File: src/rtl/program_loader_if.sv
// Byte-stream and instruction-memory bus for program_loader.
// master = stream source / observer, slave = the loader itself.
interface program_loader_if #(
    parameter int SIZE   = 32,
    parameter int ADDR_W = 9
);
    logic              start;
    logic              in_valid;
    logic [7:0]        in_data;
    logic              in_ready;
    logic              imem_we;
    logic [ADDR_W-1:0] imem_addr;
    logic [SIZE-1:0]   imem_din;
    logic              cpu_hold;
    logic              done;
    logic              err;
    logic [ADDR_W:0]   words_loaded;

    modport master (
        output start, in_valid, in_data,
        input  in_ready, imem_we, imem_addr, imem_din,
        input  cpu_hold, done, err, words_loaded
    );

    modport slave (
        input  start, in_valid, in_data,
        output in_ready, imem_we, imem_addr, imem_din,
        output cpu_hold, done, err, words_loaded
    );
endinterface

File: src/rtl/program_loader.sv
// Boot loader: packs a big-endian byte stream (header N, then N words) into imem from address 0.
// Optional trailing XOR checksum word is enabled with macro LOADER_CHECKSUM_EN.
module program_loader #(
    parameter int SIZE      = 32,
    parameter int ADDR_W    = 9,
    parameter int MEM_DEPTH = 512
) (
    input logic             clk,
    input logic             reset,
    program_loader_if.slave bus
);

    typedef enum logic [2:0] {
        S_IDLE,
        S_HDR,
        S_LOAD,
        S_FIN,
`ifdef LOADER_CHECKSUM_EN
        S_CHK,
`endif
        S_DONE,
        S_ERR
    } state_e;

    state_e            state_q;
    logic [1:0]        byteCnt_q;
    logic [SIZE-9:0]   shift_q;
    logic [ADDR_W:0]   count_q;
    logic [ADDR_W:0]   wordsLoaded_q;
    logic              inReady_q;
    logic              imemWe_q;
    logic [ADDR_W-1:0] imemAddr_q;
    logic [SIZE-1:0]   imemDin_q;
    logic              cpuHold_q;
    logic              done_q;
    logic              err_q;
`ifdef LOADER_CHECKSUM_EN
    logic [SIZE-1:0]   xorSum_q;
`endif

    logic            accept_d;
    logic            wordDone_d;
    logic            lastWord_d;
    logic [SIZE-1:0] word_d;

    assign accept_d   = bus.in_valid & inReady_q;
    assign word_d     = {shift_q, bus.in_data};
    assign wordDone_d = accept_d && (byteCnt_q == 2'd3);
    assign lastWord_d = (wordsLoaded_q + (ADDR_W+1)'(1)) == count_q;

    assign bus.in_ready     = inReady_q;
    assign bus.imem_we      = imemWe_q;
    assign bus.imem_addr    = imemAddr_q;
    assign bus.imem_din     = imemDin_q;
    assign bus.cpu_hold     = cpuHold_q;
    assign bus.done         = done_q;
    assign bus.err          = err_q;
    assign bus.words_loaded = wordsLoaded_q;

    always_ff @(posedge clk) begin
        if (!reset) begin
            state_q       <= S_IDLE;
            byteCnt_q     <= '0;
            shift_q       <= '0;
            count_q       <= '0;
            wordsLoaded_q <= '0;
            inReady_q     <= 1'b0;
            imemWe_q      <= 1'b0;
            imemAddr_q    <= '0;
            imemDin_q     <= '0;
            cpuHold_q     <= 1'b1;
            done_q        <= 1'b0;
            err_q         <= 1'b0;
`ifdef LOADER_CHECKSUM_EN
            xorSum_q      <= '0;
`endif
        end else begin
            imemWe_q <= 1'b0;
            if (accept_d) begin
                shift_q   <= word_d[SIZE-9:0];
                byteCnt_q <= byteCnt_q + 2'd1;
            end

            case (state_q)
                S_IDLE, S_DONE, S_ERR: begin
                    if (bus.start) begin
                        state_q       <= S_HDR;
                        inReady_q     <= 1'b1;
                        cpuHold_q     <= 1'b1;
                        done_q        <= 1'b0;
                        err_q         <= 1'b0;
                        wordsLoaded_q <= '0;
                        byteCnt_q     <= '0;
`ifdef LOADER_CHECKSUM_EN
                        xorSum_q      <= '0;
`endif
                    end
                end

                S_HDR: begin
                    if (wordDone_d) begin
                        if (word_d == '0) begin
`ifdef LOADER_CHECKSUM_EN
                            state_q   <= S_CHK;
`else
                            state_q   <= S_DONE;
                            inReady_q <= 1'b0;
                            done_q    <= 1'b1;
                            cpuHold_q <= 1'b0;
`endif
                        end else if (word_d > SIZE'(MEM_DEPTH)) begin
                            state_q   <= S_ERR;
                            inReady_q <= 1'b0;
                            err_q     <= 1'b1;
                        end else begin
                            state_q <= S_LOAD;
                            count_q <= word_d[ADDR_W:0];
                        end
                    end
                end

                // The word count doubles as the write address of the word being completed.
                S_LOAD: begin
                    if (wordDone_d) begin
                        imemWe_q      <= 1'b1;
                        imemAddr_q    <= wordsLoaded_q[ADDR_W-1:0];
                        imemDin_q     <= word_d;
                        wordsLoaded_q <= wordsLoaded_q + (ADDR_W+1)'(1);
`ifdef LOADER_CHECKSUM_EN
                        xorSum_q      <= xorSum_q ^ word_d;
                        if (lastWord_d) state_q <= S_CHK;
`else
                        if (lastWord_d) begin
                            state_q   <= S_FIN;
                            inReady_q <= 1'b0;
                        end
`endif
                    end
                end

                // Release the CPU only after the final write cycle has gone out.
                S_FIN: begin
                    state_q   <= S_DONE;
                    done_q    <= 1'b1;
                    cpuHold_q <= 1'b0;
                end

`ifdef LOADER_CHECKSUM_EN
                S_CHK: begin
                    if (wordDone_d) begin
                        inReady_q <= 1'b0;
                        if (word_d == xorSum_q) begin
                            state_q   <= S_DONE;
                            done_q    <= 1'b1;
                            cpuHold_q <= 1'b0;
                        end else begin
                            state_q <= S_ERR;
                            err_q   <= 1'b1;
                        end
                    end
                end
`endif

                default: state_q <= S_IDLE;
            endcase
        end
    end

endmodule
File: src/flat_wrapper.sv
// flat-port wrapper written by rule: the top's interface ports become plain ports
module program_loader_flat 
#(
    parameter int SIZE      = 32,
    parameter int ADDR_W    = 9,
    parameter int MEM_DEPTH = 512
)
  (clk, reset, bus_start, bus_in_valid, bus_in_data, bus_in_ready, bus_imem_we, bus_imem_addr, bus_imem_din, bus_cpu_hold, bus_done, bus_err, bus_words_loaded);
  program_loader_if #(.SIZE(SIZE), .ADDR_W(ADDR_W)) bus_i ();
  input logic clk;
  input logic reset;
  input wire logic [$bits(bus_i.start)-1:0] bus_start;
  input wire logic [$bits(bus_i.in_valid)-1:0] bus_in_valid;
  input wire logic [$bits(bus_i.in_data)-1:0] bus_in_data;
  output wire logic [$bits(bus_i.in_ready)-1:0] bus_in_ready;
  output wire logic [$bits(bus_i.imem_we)-1:0] bus_imem_we;
  output wire logic [$bits(bus_i.imem_addr)-1:0] bus_imem_addr;
  output wire logic [$bits(bus_i.imem_din)-1:0] bus_imem_din;
  output wire logic [$bits(bus_i.cpu_hold)-1:0] bus_cpu_hold;
  output wire logic [$bits(bus_i.done)-1:0] bus_done;
  output wire logic [$bits(bus_i.err)-1:0] bus_err;
  output wire logic [$bits(bus_i.words_loaded)-1:0] bus_words_loaded;
  assign bus_i.start = bus_start;
  assign bus_i.in_valid = bus_in_valid;
  assign bus_i.in_data = bus_in_data;
  assign bus_in_ready = bus_i.in_ready;
  assign bus_imem_we = bus_i.imem_we;
  assign bus_imem_addr = bus_i.imem_addr;
  assign bus_imem_din = bus_i.imem_din;
  assign bus_cpu_hold = bus_i.cpu_hold;
  assign bus_done = bus_i.done;
  assign bus_err = bus_i.err;
  assign bus_words_loaded = bus_i.words_loaded;
  program_loader #(.SIZE(SIZE), .ADDR_W(ADDR_W), .MEM_DEPTH(MEM_DEPTH)) u_core (.clk(clk), .reset(reset), .bus(bus_i));
endmodule
File: config.mk
export PLATFORM = sky130hd
export DESIGN_NAME = program_loader_flat
export DESIGN_NICKNAME = d
export VERILOG_FILES = /design/src/rtl/program_loader_if.sv /design/src/rtl/program_loader.sv /design/src/flat_wrapper.sv
export SDC_FILE = /design/constraint.sdc
export NUM_CORES = 1
export LEC_CHECK = 0
export BUFFER_PORTS_ARGS = -buffer_cell sky130_fd_sc_hd__buf_2
export CORE_ASPECT_RATIO = 0.9
export CORE_MARGIN = 2
export CORE_UTILIZATION = 62
export CTS_BUF_LIST = sky130_fd_sc_hd__clkbuf_8
export DETAILED_ROUTE_END_ITERATION = 12
export PLACE_DENSITY = 0.95
export SLEW_MARGIN = 20
export SYNTH_ARGS = -nofsm -noshare
export SYNTH_HDL_FRONTEND = slang
export SYNTH_SLANG_ARGS = --single-unit
File: constraint.sdc
create_clock -name clk -period 3.56 [get_ports clk]
set_input_delay 0.712 -clock clk [delete_from_list [all_inputs] [get_ports clk]]
set_output_delay 0.712 -clock clk [all_outputs]
set_load 0.005 [all_outputs]
==> summary.md <==
## Worst setup path
- **RR Startpoint** u_core.shift_q[7]
- **crit path max-delay cell type** or4_1
- **CP Data Arrival Time** 2640 ps
- **start-to-end type of the worst setup path** flip-flop to flip-flop
- **most frequent cell on the critical path** or4_1
- **register-to-register setup slack** 1160 ps
- **largest stage delay on the critical path** 600 ps
- **nature of the critical path endpoint** flip-flop
- **crit-path max FO** 10
- **Worst EP required** 3800 ps
- **worst r2r path cells** 6
- **endpoint of the most critical register-to-register path** u_core.count_q[0]
- **list of cells traversed by the critical path** or4_1 -> or4_1 -> nor3_2 -> buf_4 -> mux2i_1 -> nor2_1
- **sort of element at the start of the critical path** flip-flop

## Global route
- **overall fraction of global-route tracks in use** 29.8%
- **largest net degree at the start of global routing** 52
- **antenna violations before repair** 0
- **global route overflow** 0
- **wire length of the first global-routing pass** 16700 µm
- **vias in the first global route** 3482

## STA
- **worst hold margin** 454 ps
- **setup violators final** 0
- **clock tree skew after final layout** 14.8 ps
- **final count of pins violating max slew** 0
- **final worst path period share** 67.5%
- **Worst-Margin Slew** 834 ps
- **number of hold violations in the final report** 0
- **final critical-path required period** 2400 ps
- **Setup TNS** 0 ps
- **worst max-slew margin expressed relative to the limit** 44.2%
- **setup repair after global routing missed its margin** no
- **Highest Clock Rate** 416 MHz

## Logic synthesis
- **most area-consuming cells after synthesis** dfxtp_1 48%, nand2_1 15%, a21oi_1 10%
- **cell taking the most area after synthesis** dfxtp_1
- **Synth Register Bits** 95
- **EDFF count, synth** 0
- **post-synthesis cell count** 515
- **post-synth top area share** 47.8%
- **register area share after synthesis** 47.8%
- **synthesized net count** 529
- **area of the mapped netlist** 3980 µm²
- **predominant post-synthesis flop cell** dfxtp_1
- **share of async-settable or async-resettable flops after synthesis** 0%
- **Syn Area/Cell** 7.73 µm²
- **Unique masters post-synth** 51
- **top-count cell post-synth** nand2_1
- **top cells by instance count after synthesis** 158 x nand2_1, 95 x dfxtp_1, 83 x a21oi_1
- **number of warnings printed during yosys synthesis** 0

## Clocking
- **Clock transition at path regs** 100 ps
- **Clk Tree Root Cell** clkbuf_8
- **Max clock buf depth** 2
- **number of clock sinks** 95
- **Hold-fix buffers, CTS** 0
- **CTS buffer count** 9
- **number of H-tree levels** 3
- **clock tree from TritonCTS** yes
- **total setup buffers inserted after CTS** 0
- **Clock Latency Late Sink** 360 ps
- **number of cells upsized or downsized after cts** 0

## Routing
- **WL final** 9950 µm
- **number of remaining DRC errors** 0
- **via count** 3878
- **DR WL met3** 928 µm
- **first-pass iteration count of the detailed router** 5
- **routed length per placed instance** 15.2 µm
- **wl on met1** 4180 µm
- **top routing layer in use** met4
- **sum of met2 wire segment lengths after detailed routing** 4650 µm
- **number of DRC markers after the initial detailed-route iteration** 564
- **vias per cell** 5.91
- **Post-DRT Antenna Nets** 0

## Placement
- **HPWL after detailed placement** 6580 µm
- **final RePlAce weighted congestion** 0.951
- **port bufs** 67

## Power and ir drop
- **internal portion of total power** 1.44 mW
- **proportion of power drawn by flip-flops and latches** 55.8%
- **net switching fraction of the power** 28.5%
- **clock share of power** 33.8%
- **Switch Pwr** 0.575 mW
- **power per cell area** 446 nW/µm²
- **share of total power in combinational logic** 10.4%
- **static leakage power** 1.73 nW
- **IR drop worst, VDD** 0.000235 V

## Finish
- **Total Nets Final** 578
- **Area Overhead vs Synth** 13.5%
- **fraction of final layout cells with drive strength greater than 1** 16.9%
- **Antenna Diode Count** 0

## Floorplan
- **Die ar.** 7080 µm²
- **initial core utilization** 64.7%
- **Die W** 88.5 µm
- **floorplan row count** 27
- **Placeable Area** 6150 µm²
- **IO Count** 68
- **y dimension of the die** 80.0 µm

## Hold path
- **worst hold path stage count** 2
- **Hold Crit Class** flip-flop to flip-flop
- **startpoint of the worst hold path** u_core.bus.done
- **destination of the worst hold path** u_core.bus.done

## Outcome
- **result of the run** completed

## Flow run
- **Max-Cap Viols** 0

-- layer usage --
layer  vias up  track usage (%)
met5         -                0
met3        30             6.00
met2       218             48.0
li1       1844                -
met1      1786             40.7
met4         0             8.64
-- logic make-up after synthesis --
family / Yosys count / share of synthesized area, %
and+or+nand+nor: 236 / 25.2
AOI/OAI and AO/OA: 118 / 16.7
DFF: 95 / 47.8
buffers and inverters: 41 / 4.24
xor gates and xnor gates: 12 / 2.64
muxes: 11 / 2.77
adders and majority gates: 2 / 0.629
-- per-stage QoR --
stage | std cells | instance area, µm² | utilization, % | worst slack [ps] | total power [mW]
after floorplan | 515 | 3980 | - | 1450 | 1.29
after global placement | 640 | 4330 | 70.5 | 1270 | 1.34
after detailed placement | 640 | 4330 | 70.5 | 1130 | 1.35
after CTS | 656 | 4520 | 73.5 | 1160 | 2.01
after global routing | 656 | 4520 | 73.5 | 1010 | 2.09
final | 656 | 4520 | 73.5 | 1160 | 2.02
-- critical path: cells and delay by family, from the launching register on --
kind	cells	cell delay, ps
flops	1	350
simple gates	4	1410
mux	1	260
buf+inv	1	250
-- final cells by class --
class / count / area, µm²
clock inverters: 6 / 50.0
multi-input cells: 379 / 1910
fillers: 477 / 1630
well taps: 87 / 109
inverters: 5 / 18.8
clock buffers: 10 / 138
flip-flops and latches: 95 / 1900
repair buffers: 74 / 388
-- power groups by stage --
stage,registers [mW],clock network [mW],logic (mW)
finish,1.12,0.682,0.210
global route,1.13,0.725,0.237
CTS,1.12,0.683,0.205
detailed placement,1.15,0,0.201
global placement,1.15,0,0.194
floorplan,1.13,0,0.160
-- worst max-delay path by stage --
stage,startpoint,endpoint,slack (ps),depth (start not counted)
2_1_floorplan,u_core.shift_q[7],u_core.count_q[5],1450,7
3_3_place_gp,bus_in_data[7],u_core.count_q[4],1270,8
3_5_place_dp,bus_in_data[7],u_core.count_q[7],1130,8
4_1_cts,u_core.shift_q[7],u_core.count_q[0],1160,6
5_1_grt,u_core.bus.words_loaded[0],u_core.state_q[0],1010,7
6_report,u_core.shift_q[7],u_core.count_q[0],1160,6
-- registers in the layout (all words and copies together), names as in the netlist --
register,count
u_core.bus.cpu_hold,1
u_core.bus.done,1
u_core.bus.err,1
u_core.bus.imem_addr,9
u_core.bus.imem_din,32
u_core.bus.imem_we,1
u_core.bus.in_ready,1
u_core.bus.words_loaded,10
u_core.byteCnt_q,2
u_core.count_q,10
u_core.shift_q,24
u_core.state_q,3
-- cell usage in the layout (no fill, tap or decap), types with 2 or more instances in the layout --
cell / n
nand3_1: 6
nand2_1: 158
buf_2: 67
nand4_1: 2
nor2_1: 31
a311oi_1: 3
xor2_1: 6
nor2b_1: 3
nor3_1: 7
and2_1: 2
xnor2_1: 6
mux2i_1: 11
and3_1: 3
inv_6: 2
or4_1: 3
nor4_1: 7
dfxtp_1: 95
o41ai_1: 2
ha_1: 2
a21oi_1: 83
and4_1: 2
o21ai_0: 11
or2_2: 2
o31ai_1: 2
o22ai_1: 2
o211ai_1: 2
or3_1: 3
clkbuf_8: 10
buf_4: 7
inv_1: 4
Note: power is estimated with default switching activity, not from simulation.
